===== config.mk =====
export PLATFORM = sky130hd
export DESIGN_NAME = hazard_ctrl_flat
export DESIGN_NICKNAME = d
export VERILOG_FILES = /design/src/rtl/hazard_ctrl_if.sv /design/src/rtl/hazard_ctrl.sv /design/src/flat_wrapper.sv
export SDC_FILE = /design/constraint.sdc
export NUM_CORES = 1
export LEC_CHECK = 0
export ABC_AREA = 1
export CAP_MARGIN = 15
export CORE_MARGIN = 2
export CORE_UTILIZATION = 37
export DETAILED_ROUTE_END_ITERATION = 8
export PLACE_DENSITY = 0.88
export SYNTH_ARGS = -nofsm -noshare
export SYNTH_HDL_FRONTEND = slang
export SYNTH_SLANG_ARGS = --single-unit

===== constraint.sdc =====
create_clock -name clk -period 1.9 [get_ports clk]
set_input_delay 0.38 -clock clk [delete_from_list [all_inputs] [get_ports clk]]
set_output_delay 0.38 -clock clk [all_outputs]
set_load 0.02 [all_outputs]

===== src/rtl/hazard_ctrl_if.sv =====
// Pipeline <-> hazard controller bundle: decode/EX/MEM hazard inputs and the
// stage enables, flushes, forwarding selects and memory status returned.
interface hazard_ctrl_if;
  logic [4:0]  id_rs;
  logic [4:0]  id_rt;
  logic        id_use_rs;
  logic        id_use_rt;
  logic        ewreg;
  logic        em2reg;
  logic [4:0]  eGPR;
  logic        mwreg;
  logic        mm2reg;
  logic        mwmem;
  logic [4:0]  mGPR;
  logic        ex_br_taken;
  logic        dmem_ack;
  logic        pc_en;
  logic        fd_en;
  logic        de_en;
  logic        em_en;
  logic        fd_flush;
  logic        de_flush;
  logic        mw_bubble;
  logic [1:0]  fwd_a;
  logic [1:0]  fwd_b;
  logic        dmem_req;
  logic        mem_err;
  logic [31:0] stall_cnt;

  modport master (
    output id_rs, id_rt, id_use_rs, id_use_rt, ewreg, em2reg, eGPR,
           mwreg, mm2reg, mwmem, mGPR, ex_br_taken, dmem_ack,
    input  pc_en, fd_en, de_en, em_en, fd_flush, de_flush, mw_bubble,
           fwd_a, fwd_b, dmem_req, mem_err, stall_cnt
  );

  modport slave (
    input  id_rs, id_rt, id_use_rs, id_use_rt, ewreg, em2reg, eGPR,
           mwreg, mm2reg, mwmem, mGPR, ex_br_taken, dmem_ack,
    output pc_en, fd_en, de_en, em_en, fd_flush, de_flush, mw_bubble,
           fwd_a, fwd_b, dmem_req, mem_err, stall_cnt
  );
endinterface


===== src/rtl/hazard_ctrl.sv =====
// 5-stage pipeline hazard controller: forwarding, load-use stall, branch flush
// and data-memory wait freeze with timeout. HAZARD_STALL_CNT_EN enables stall_cnt.
module hazard_ctrl (
  input  logic         clk,
  input  logic         rst,
  hazard_ctrl_if.slave hz
);

  typedef enum logic [0:0] {
    RUN   = 1'b0,
    MWAIT = 1'b1
  } state_t;

  state_t     state_r;
  state_t     state_nxt_s;
  logic [3:0] wait_cnt_r;
  logic       mem_err_r;

  logic       mem_access_s;
  logic       freeze_s;
  logic       load_use_s;
  logic       timeout_s;
  logic       pc_en_s;
  logic       fd_en_s;
  logic       de_en_s;
  logic       em_en_s;
  logic       fd_flush_s;
  logic       de_flush_s;
  logic       mw_bubble_s;
  logic       dmem_req_s;
  logic [1:0] fwd_a_s;
  logic [1:0] fwd_b_s;

  // EX ALU results win over MEM; an EX load cannot forward and falls through to MEM
  function automatic logic [1:0] fwd_sel(
    input logic [4:0] src,
    input logic       ewreg,
    input logic       em2reg,
    input logic [4:0] egpr,
    input logic       mwreg,
    input logic       mm2reg,
    input logic [4:0] mgpr
  );
    logic [1:0] sel;
    sel = 2'b00;
    if (ewreg && (egpr != 5'd0) && (egpr == src) && !em2reg) begin
      sel = 2'b01;
    end else if (mwreg && (mgpr != 5'd0) && (mgpr == src)) begin
      sel = mm2reg ? 2'b11 : 2'b10;
    end else begin
      sel = 2'b00;
    end
    return sel;
  endfunction

  assign mem_access_s = hz.mm2reg | hz.mwmem;
  assign load_use_s   = hz.ewreg & hz.em2reg & (hz.eGPR != 5'd0) &
                        ((hz.id_use_rs & (hz.eGPR == hz.id_rs)) |
                         (hz.id_use_rt & (hz.eGPR == hz.id_rt)));
  // the 15th consecutive unacknowledged wait cycle gives up on the access
  assign timeout_s    = (state_r == MWAIT) && !hz.dmem_ack && (wait_cnt_r == 4'd14);

  // Next-state decode and freeze detection
  always_comb begin
    state_nxt_s = state_r;
    freeze_s    = 1'b0;
    case (state_r)
      RUN: begin
        if (mem_access_s && !hz.dmem_ack) begin
          state_nxt_s = MWAIT;
          freeze_s    = 1'b1;
        end else begin
          state_nxt_s = RUN;
          freeze_s    = 1'b0;
        end
      end
      MWAIT: begin
        if (hz.dmem_ack || timeout_s) begin
          state_nxt_s = RUN;
        end else begin
          state_nxt_s = MWAIT;
        end
        freeze_s = !hz.dmem_ack;
      end
      default: begin
        state_nxt_s = RUN;
        freeze_s    = 1'b0;
      end
    endcase
  end

  // Stage control outputs in priority order: reset, freeze, branch, load-use
  always_comb begin
    pc_en_s     = 1'b1;
    fd_en_s     = 1'b1;
    de_en_s     = 1'b1;
    em_en_s     = 1'b1;
    fd_flush_s  = 1'b0;
    de_flush_s  = 1'b0;
    mw_bubble_s = 1'b0;
    dmem_req_s  = mem_access_s;
    fwd_a_s     = fwd_sel(hz.id_rs, hz.ewreg, hz.em2reg, hz.eGPR,
                          hz.mwreg, hz.mm2reg, hz.mGPR);
    fwd_b_s     = fwd_sel(hz.id_rt, hz.ewreg, hz.em2reg, hz.eGPR,
                          hz.mwreg, hz.mm2reg, hz.mGPR);
    if (!rst) begin
      pc_en_s    = 1'b0;
      fd_en_s    = 1'b0;
      de_en_s    = 1'b0;
      em_en_s    = 1'b0;
      dmem_req_s = 1'b0;
      fwd_a_s    = 2'b00;
      fwd_b_s    = 2'b00;
    end else if (freeze_s) begin
      pc_en_s     = 1'b0;
      fd_en_s     = 1'b0;
      de_en_s     = 1'b0;
      em_en_s     = 1'b0;
      mw_bubble_s = 1'b1;
    end else if (hz.ex_br_taken) begin
      fd_flush_s = 1'b1;
      de_flush_s = 1'b1;
    end else if (load_use_s) begin
      pc_en_s    = 1'b0;
      fd_en_s    = 1'b0;
      de_flush_s = 1'b1;
    end else begin
      pc_en_s = 1'b1;
    end
  end

  // FSM state register
  always_ff @(posedge clk or negedge rst) begin
    if (!rst) begin
      state_r <= RUN;
    end else begin
      state_r <= state_nxt_s;
    end
  end

  // Wait counter and sticky timeout flag
  always_ff @(posedge clk or negedge rst) begin
    if (!rst) begin
      wait_cnt_r <= 4'd0;
      mem_err_r  <= 1'b0;
    end else begin
      if ((state_r == RUN) && (state_nxt_s == MWAIT)) begin
        wait_cnt_r <= 4'd0;
      end else if ((state_r == MWAIT) && !hz.dmem_ack && (wait_cnt_r != 4'd15)) begin
        wait_cnt_r <= wait_cnt_r + 4'd1;
      end else begin
        wait_cnt_r <= wait_cnt_r;
      end
      if (timeout_s) begin
        mem_err_r <= 1'b1;
      end else begin
        mem_err_r <= mem_err_r;
      end
    end
  end

`ifdef HAZARD_STALL_CNT_EN
  logic [31:0] stall_cnt_r;

  // Count every cycle the PC is held while out of reset
  always_ff @(posedge clk or negedge rst) begin
    if (!rst) begin
      stall_cnt_r <= 32'd0;
    end else if (!pc_en_s) begin
      stall_cnt_r <= stall_cnt_r + 32'd1;
    end else begin
      stall_cnt_r <= stall_cnt_r;
    end
  end

  assign hz.stall_cnt = stall_cnt_r;
`else
  assign hz.stall_cnt = 32'd0;
`endif

  assign hz.pc_en     = pc_en_s;
  assign hz.fd_en     = fd_en_s;
  assign hz.de_en     = de_en_s;
  assign hz.em_en     = em_en_s;
  assign hz.fd_flush  = fd_flush_s;
  assign hz.de_flush  = de_flush_s;
  assign hz.mw_bubble = mw_bubble_s;
  assign hz.fwd_a     = fwd_a_s;
  assign hz.fwd_b     = fwd_b_s;
  assign hz.dmem_req  = dmem_req_s;
  assign hz.mem_err   = mem_err_r;

endmodule


===== src/flat_wrapper.sv =====
// flat-port wrapper written by rule: the top's interface ports become plain ports
module hazard_ctrl_flat 
  (clk, rst, hz_id_rs, hz_id_rt, hz_id_use_rs, hz_id_use_rt, hz_ewreg, hz_em2reg, hz_eGPR, hz_mwreg, hz_mm2reg, hz_mwmem, hz_mGPR, hz_ex_br_taken, hz_dmem_ack, hz_pc_en, hz_fd_en, hz_de_en, hz_em_en, hz_fd_flush, hz_de_flush, hz_mw_bubble, hz_fwd_a, hz_fwd_b, hz_dmem_req, hz_mem_err, hz_stall_cnt);
  hazard_ctrl_if hz_i ();
  input  logic clk;
  input  logic rst;
  input wire logic [$bits(hz_i.id_rs)-1:0] hz_id_rs;
  input wire logic [$bits(hz_i.id_rt)-1:0] hz_id_rt;
  input wire logic [$bits(hz_i.id_use_rs)-1:0] hz_id_use_rs;
  input wire logic [$bits(hz_i.id_use_rt)-1:0] hz_id_use_rt;
  input wire logic [$bits(hz_i.ewreg)-1:0] hz_ewreg;
  input wire logic [$bits(hz_i.em2reg)-1:0] hz_em2reg;
  input wire logic [$bits(hz_i.eGPR)-1:0] hz_eGPR;
  input wire logic [$bits(hz_i.mwreg)-1:0] hz_mwreg;
  input wire logic [$bits(hz_i.mm2reg)-1:0] hz_mm2reg;
  input wire logic [$bits(hz_i.mwmem)-1:0] hz_mwmem;
  input wire logic [$bits(hz_i.mGPR)-1:0] hz_mGPR;
  input wire logic [$bits(hz_i.ex_br_taken)-1:0] hz_ex_br_taken;
  input wire logic [$bits(hz_i.dmem_ack)-1:0] hz_dmem_ack;
  output wire logic [$bits(hz_i.pc_en)-1:0] hz_pc_en;
  output wire logic [$bits(hz_i.fd_en)-1:0] hz_fd_en;
  output wire logic [$bits(hz_i.de_en)-1:0] hz_de_en;
  output wire logic [$bits(hz_i.em_en)-1:0] hz_em_en;
  output wire logic [$bits(hz_i.fd_flush)-1:0] hz_fd_flush;
  output wire logic [$bits(hz_i.de_flush)-1:0] hz_de_flush;
  output wire logic [$bits(hz_i.mw_bubble)-1:0] hz_mw_bubble;
  output wire logic [$bits(hz_i.fwd_a)-1:0] hz_fwd_a;
  output wire logic [$bits(hz_i.fwd_b)-1:0] hz_fwd_b;
  output wire logic [$bits(hz_i.dmem_req)-1:0] hz_dmem_req;
  output wire logic [$bits(hz_i.mem_err)-1:0] hz_mem_err;
  output wire logic [$bits(hz_i.stall_cnt)-1:0] hz_stall_cnt;
  assign hz_i.id_rs = hz_id_rs;
  assign hz_i.id_rt = hz_id_rt;
  assign hz_i.id_use_rs = hz_id_use_rs;
  assign hz_i.id_use_rt = hz_id_use_rt;
  assign hz_i.ewreg = hz_ewreg;
  assign hz_i.em2reg = hz_em2reg;
  assign hz_i.eGPR = hz_eGPR;
  assign hz_i.mwreg = hz_mwreg;
  assign hz_i.mm2reg = hz_mm2reg;
  assign hz_i.mwmem = hz_mwmem;
  assign hz_i.mGPR = hz_mGPR;
  assign hz_i.ex_br_taken = hz_ex_br_taken;
  assign hz_i.dmem_ack = hz_dmem_ack;
  assign hz_pc_en = hz_i.pc_en;
  assign hz_fd_en = hz_i.fd_en;
  assign hz_de_en = hz_i.de_en;
  assign hz_em_en = hz_i.em_en;
  assign hz_fd_flush = hz_i.fd_flush;
  assign hz_de_flush = hz_i.de_flush;
  assign hz_mw_bubble = hz_i.mw_bubble;
  assign hz_fwd_a = hz_i.fwd_a;
  assign hz_fwd_b = hz_i.fwd_b;
  assign hz_dmem_req = hz_i.dmem_req;
  assign hz_mem_err = hz_i.mem_err;
  assign hz_stall_cnt = hz_i.stall_cnt;
  hazard_ctrl u_core (.clk(clk), .rst(rst), .hz(hz_i));
endmodule

==> impl_results.md <==
- Status: completed
- Pin count of the biggest net entering global routing: 9
- Reg2reg path depth: 6
- CP arrival: 1.47 ns
- Mean post-synth cell area: 6.59 sq um
- Crit share post-route: 97.3%
- GRT Total Usage: 14.8%
- Clock slew at reported path FFs: 0.04 ns
- Startpoint types: input pin
- Drt wl/cell: 9.72 um
- Ys Warns: 0
- Dpl hpwl: 2030 um
- Initial drt markers: 32
- Num CTS Buffers: 3
- Reg2reg end: u_core.wait_cnt_r[3]
- Drt pass-1 iters: 4
- Vias in the first global route: 923
- Core Region: 2730 sq um
- Chip Width: 57.2 um
- Reg2reg setup slack: 0.62 ns
- Num Clock Sinks: 6
- Overall Power: 644 uW
- P per Cell Area: 443 nW/um^2
- Nets: 248
- CTS max path bufs: 2
- Layout cells sized above 1: 32.4%
- Gr ovfl total: 0
- WS Path Type: input pin to output port
- Port-buffer cells: 43
- FF+latch count, synth: 6
- Fillers: 291
- Setup TNS: 0 ns
- Kind of end point of the critical path: output port
- Worst reg2reg path startpoint: u_core.wait_cnt_r[1]
- Max Fanout on Critical Path: 2
- Routability cong.: 0.734
- Synth-to-layout area growth: 38.7%
- Hold Vio Cnt, Final: 0
- Main synth FF type: dfrtp_1
- Die Area: 3280 sq um
- CTS root buffer: clkbuf_4
- Worst hold path class: input pin to asynchronous set/reset pin
- First-pass GRT wire length: 3880 um
- Async S/R FF share, synth: 100%
- Post-synth cell types: 25
- Die Y: 57.2 um
- DRT antenna net count: 0
- DR vias: 1,031
- Sequential element share of the synthesized area: 14.3%
- Slew Limit Fails: 0
- Post-CTS Setup Repair Bufs: 0
- Number of vias per cell: 4.23
- Detailed Route WL: 2370 um
- Initial Utilization: 38.4%
- Cell Rows: 19
- # setup viols final: 0
- Initial antenna violation count: 0
- Fin Clk Skew: 0.00345 ns
- Cells after Synth: 159
- TritonCTS clock tree: done
- Detailed-route DRC error count: 0
- Max cap viols: 0
- IO Pins: 76
- Hold-fix buffers, CTS: 0
- EDFF count, synth: 0
- H-tree lvl count: 1
- Mapped Area: 1050 sq um
- Post-route minimum period: 1.85 ns
- Clock Latency Late Sink: 0.24 ns
- Max VDD drop: 0.376 mV
- WP data required: 1.52 ns
- Fmax achieved: 0.541 GHz
- Pleak: 0.815 nW
- ANT cells: 0
==> layer usage <==
layer  routed length [um]  track usage [%]
met2                 1230             27.3
met5                    0                0
met1                  941             17.5
met4                    8             2.99
met3                  190             3.63
==> layout by cell type (no fill, tap or decap), drive strengths merged, types with 2 or more instances in the layout <==
cell | netlist | layout
conb | 1 | 32
nand2 | 32 | 32
inv | 20 | 20
buf | 34 | 20
clkbuf | 0 | 17
nor2 | 15 | 15
nand3 | 12 | 12
dlygate4sd2 | 0 | 9
xor2 | 8 | 8
clkdlybuf4s50 | 0 | 7
o21ai | 7 | 7
dfrtp | 6 | 6
xnor2 | 6 | 6
a21oi | 5 | 5
nor3 | 5 | 5
clkdlybuf4s15 | 0 | 4
nand4 | 2 | 2
ha | 2 | 2
==> synth_stat cells, types with 2 or more instances <==
cell / number / area share [%]
a21oi_1: 5 / 2.4
buf_4: 34 / 24
dfrtp_1: 6 / 14
ha_1: 2 / 2.4
inv_1: 16 / 5.7
inv_2: 4 / 1.4
nand2_1: 31 / 11
nand3_1: 11 / 5.3
nand4_1: 2 / 1.2
nor2_1: 9 / 3.2
nor2_2: 5 / 3.0
nor3_1: 5 / 2.4
o21ai_0: 2 / 0.95
o21ai_1: 2 / 0.95
o21ai_2: 3 / 2.5
xnor2_1: 6 / 5.0
xor2_1: 8 / 6.7
==> report_power, final <==
group	internal (mW)	leakage (nW)	switching, mW
clock	0.0713	0.0138	0.0441
combinational	0.143	0.721	0.218
sequential	0.148	0.0798	0.0192
==> flip-flops by register name, indices dropped and copies added, names as in the netlist <==
name,count
u_core.hz.mem_err,1
u_core.wait_cnt_r,4
u_core.state_r,1
==> repair_timing <==
action,in CTS,in global routing
resized for setup,89,34
pin swaps,8,15
setup endpoints to repair,12,7
endpoints found under the hold margin,0,0
==> critical path, stage by stage <==
cell and delay (ns):
clkdlybuf4s50_1 0.47, o21ai_2 0.07, nor3_2 0.15, nand2_1 0.10, a21oi_1 0.13, buf_4 0.16
==> metrics by stage <==
stage / setup WS [ns] / hold WS (ns) / std cells / utilization [%] / cell area [sq um]
after floorplan: 0.174 / 0.0844 / 190 / - / 1160
after global placement: -0.682 / 0.455 / 241 / 53.5 / 1460
after detailed placement: -0.717 / 0.478 / 241 / 53.5 / 1460
after CTS: 0.00249 / 0.219 / 244 / 54.1 / 1480
after global routing: -0.0154 / 0.228 / 244 / 53.2 / 1450
final: 0.0505 / 0.222 / 244 / 53.2 / 1450
==> logic make-up after synthesis <==
logic type               count (synthesis)  synth area share (%)
flip-flops                               6                  14.3
AND/OR/NAND/NOR                         68                  30.1
adder cells (fa/ha/maj)                  2                  2.39
buffers and inverters                   54                  31.5
other                                    1                 0.358
AO/OA/AOI/OAI                           14                  9.67
XOR/XNOR                                14                  11.7
==> worst max-delay path by stage <==
stage,startpoint,to,slack [ns]
after floorplan,hz_mwmem,hz_pc_en,0.17
after global placement,hz_eGPR[0],hz_fwd_a[0],-0.68
after detailed placement,hz_mGPR[0],hz_fwd_a[1],-0.72
after CTS,hz_eGPR[2],hz_fwd_a[0],0.002
after global routing,hz_mGPR[1],hz_fwd_a[1],-0.02
final,hz_mwreg,hz_fwd_b[1],0.05
==> final cells by class <==
class	count	area [sq um]	share of cell area, %
clock buffer	3	22.5	1.55
inverter	20	75.1	5.16
multi-input combinational	130	744	51.2
sequential	6	150	10.3
tap	31	38.8	2.67
timing repair buffer	54	423	29.1
(Power assumes the default switching activity.)
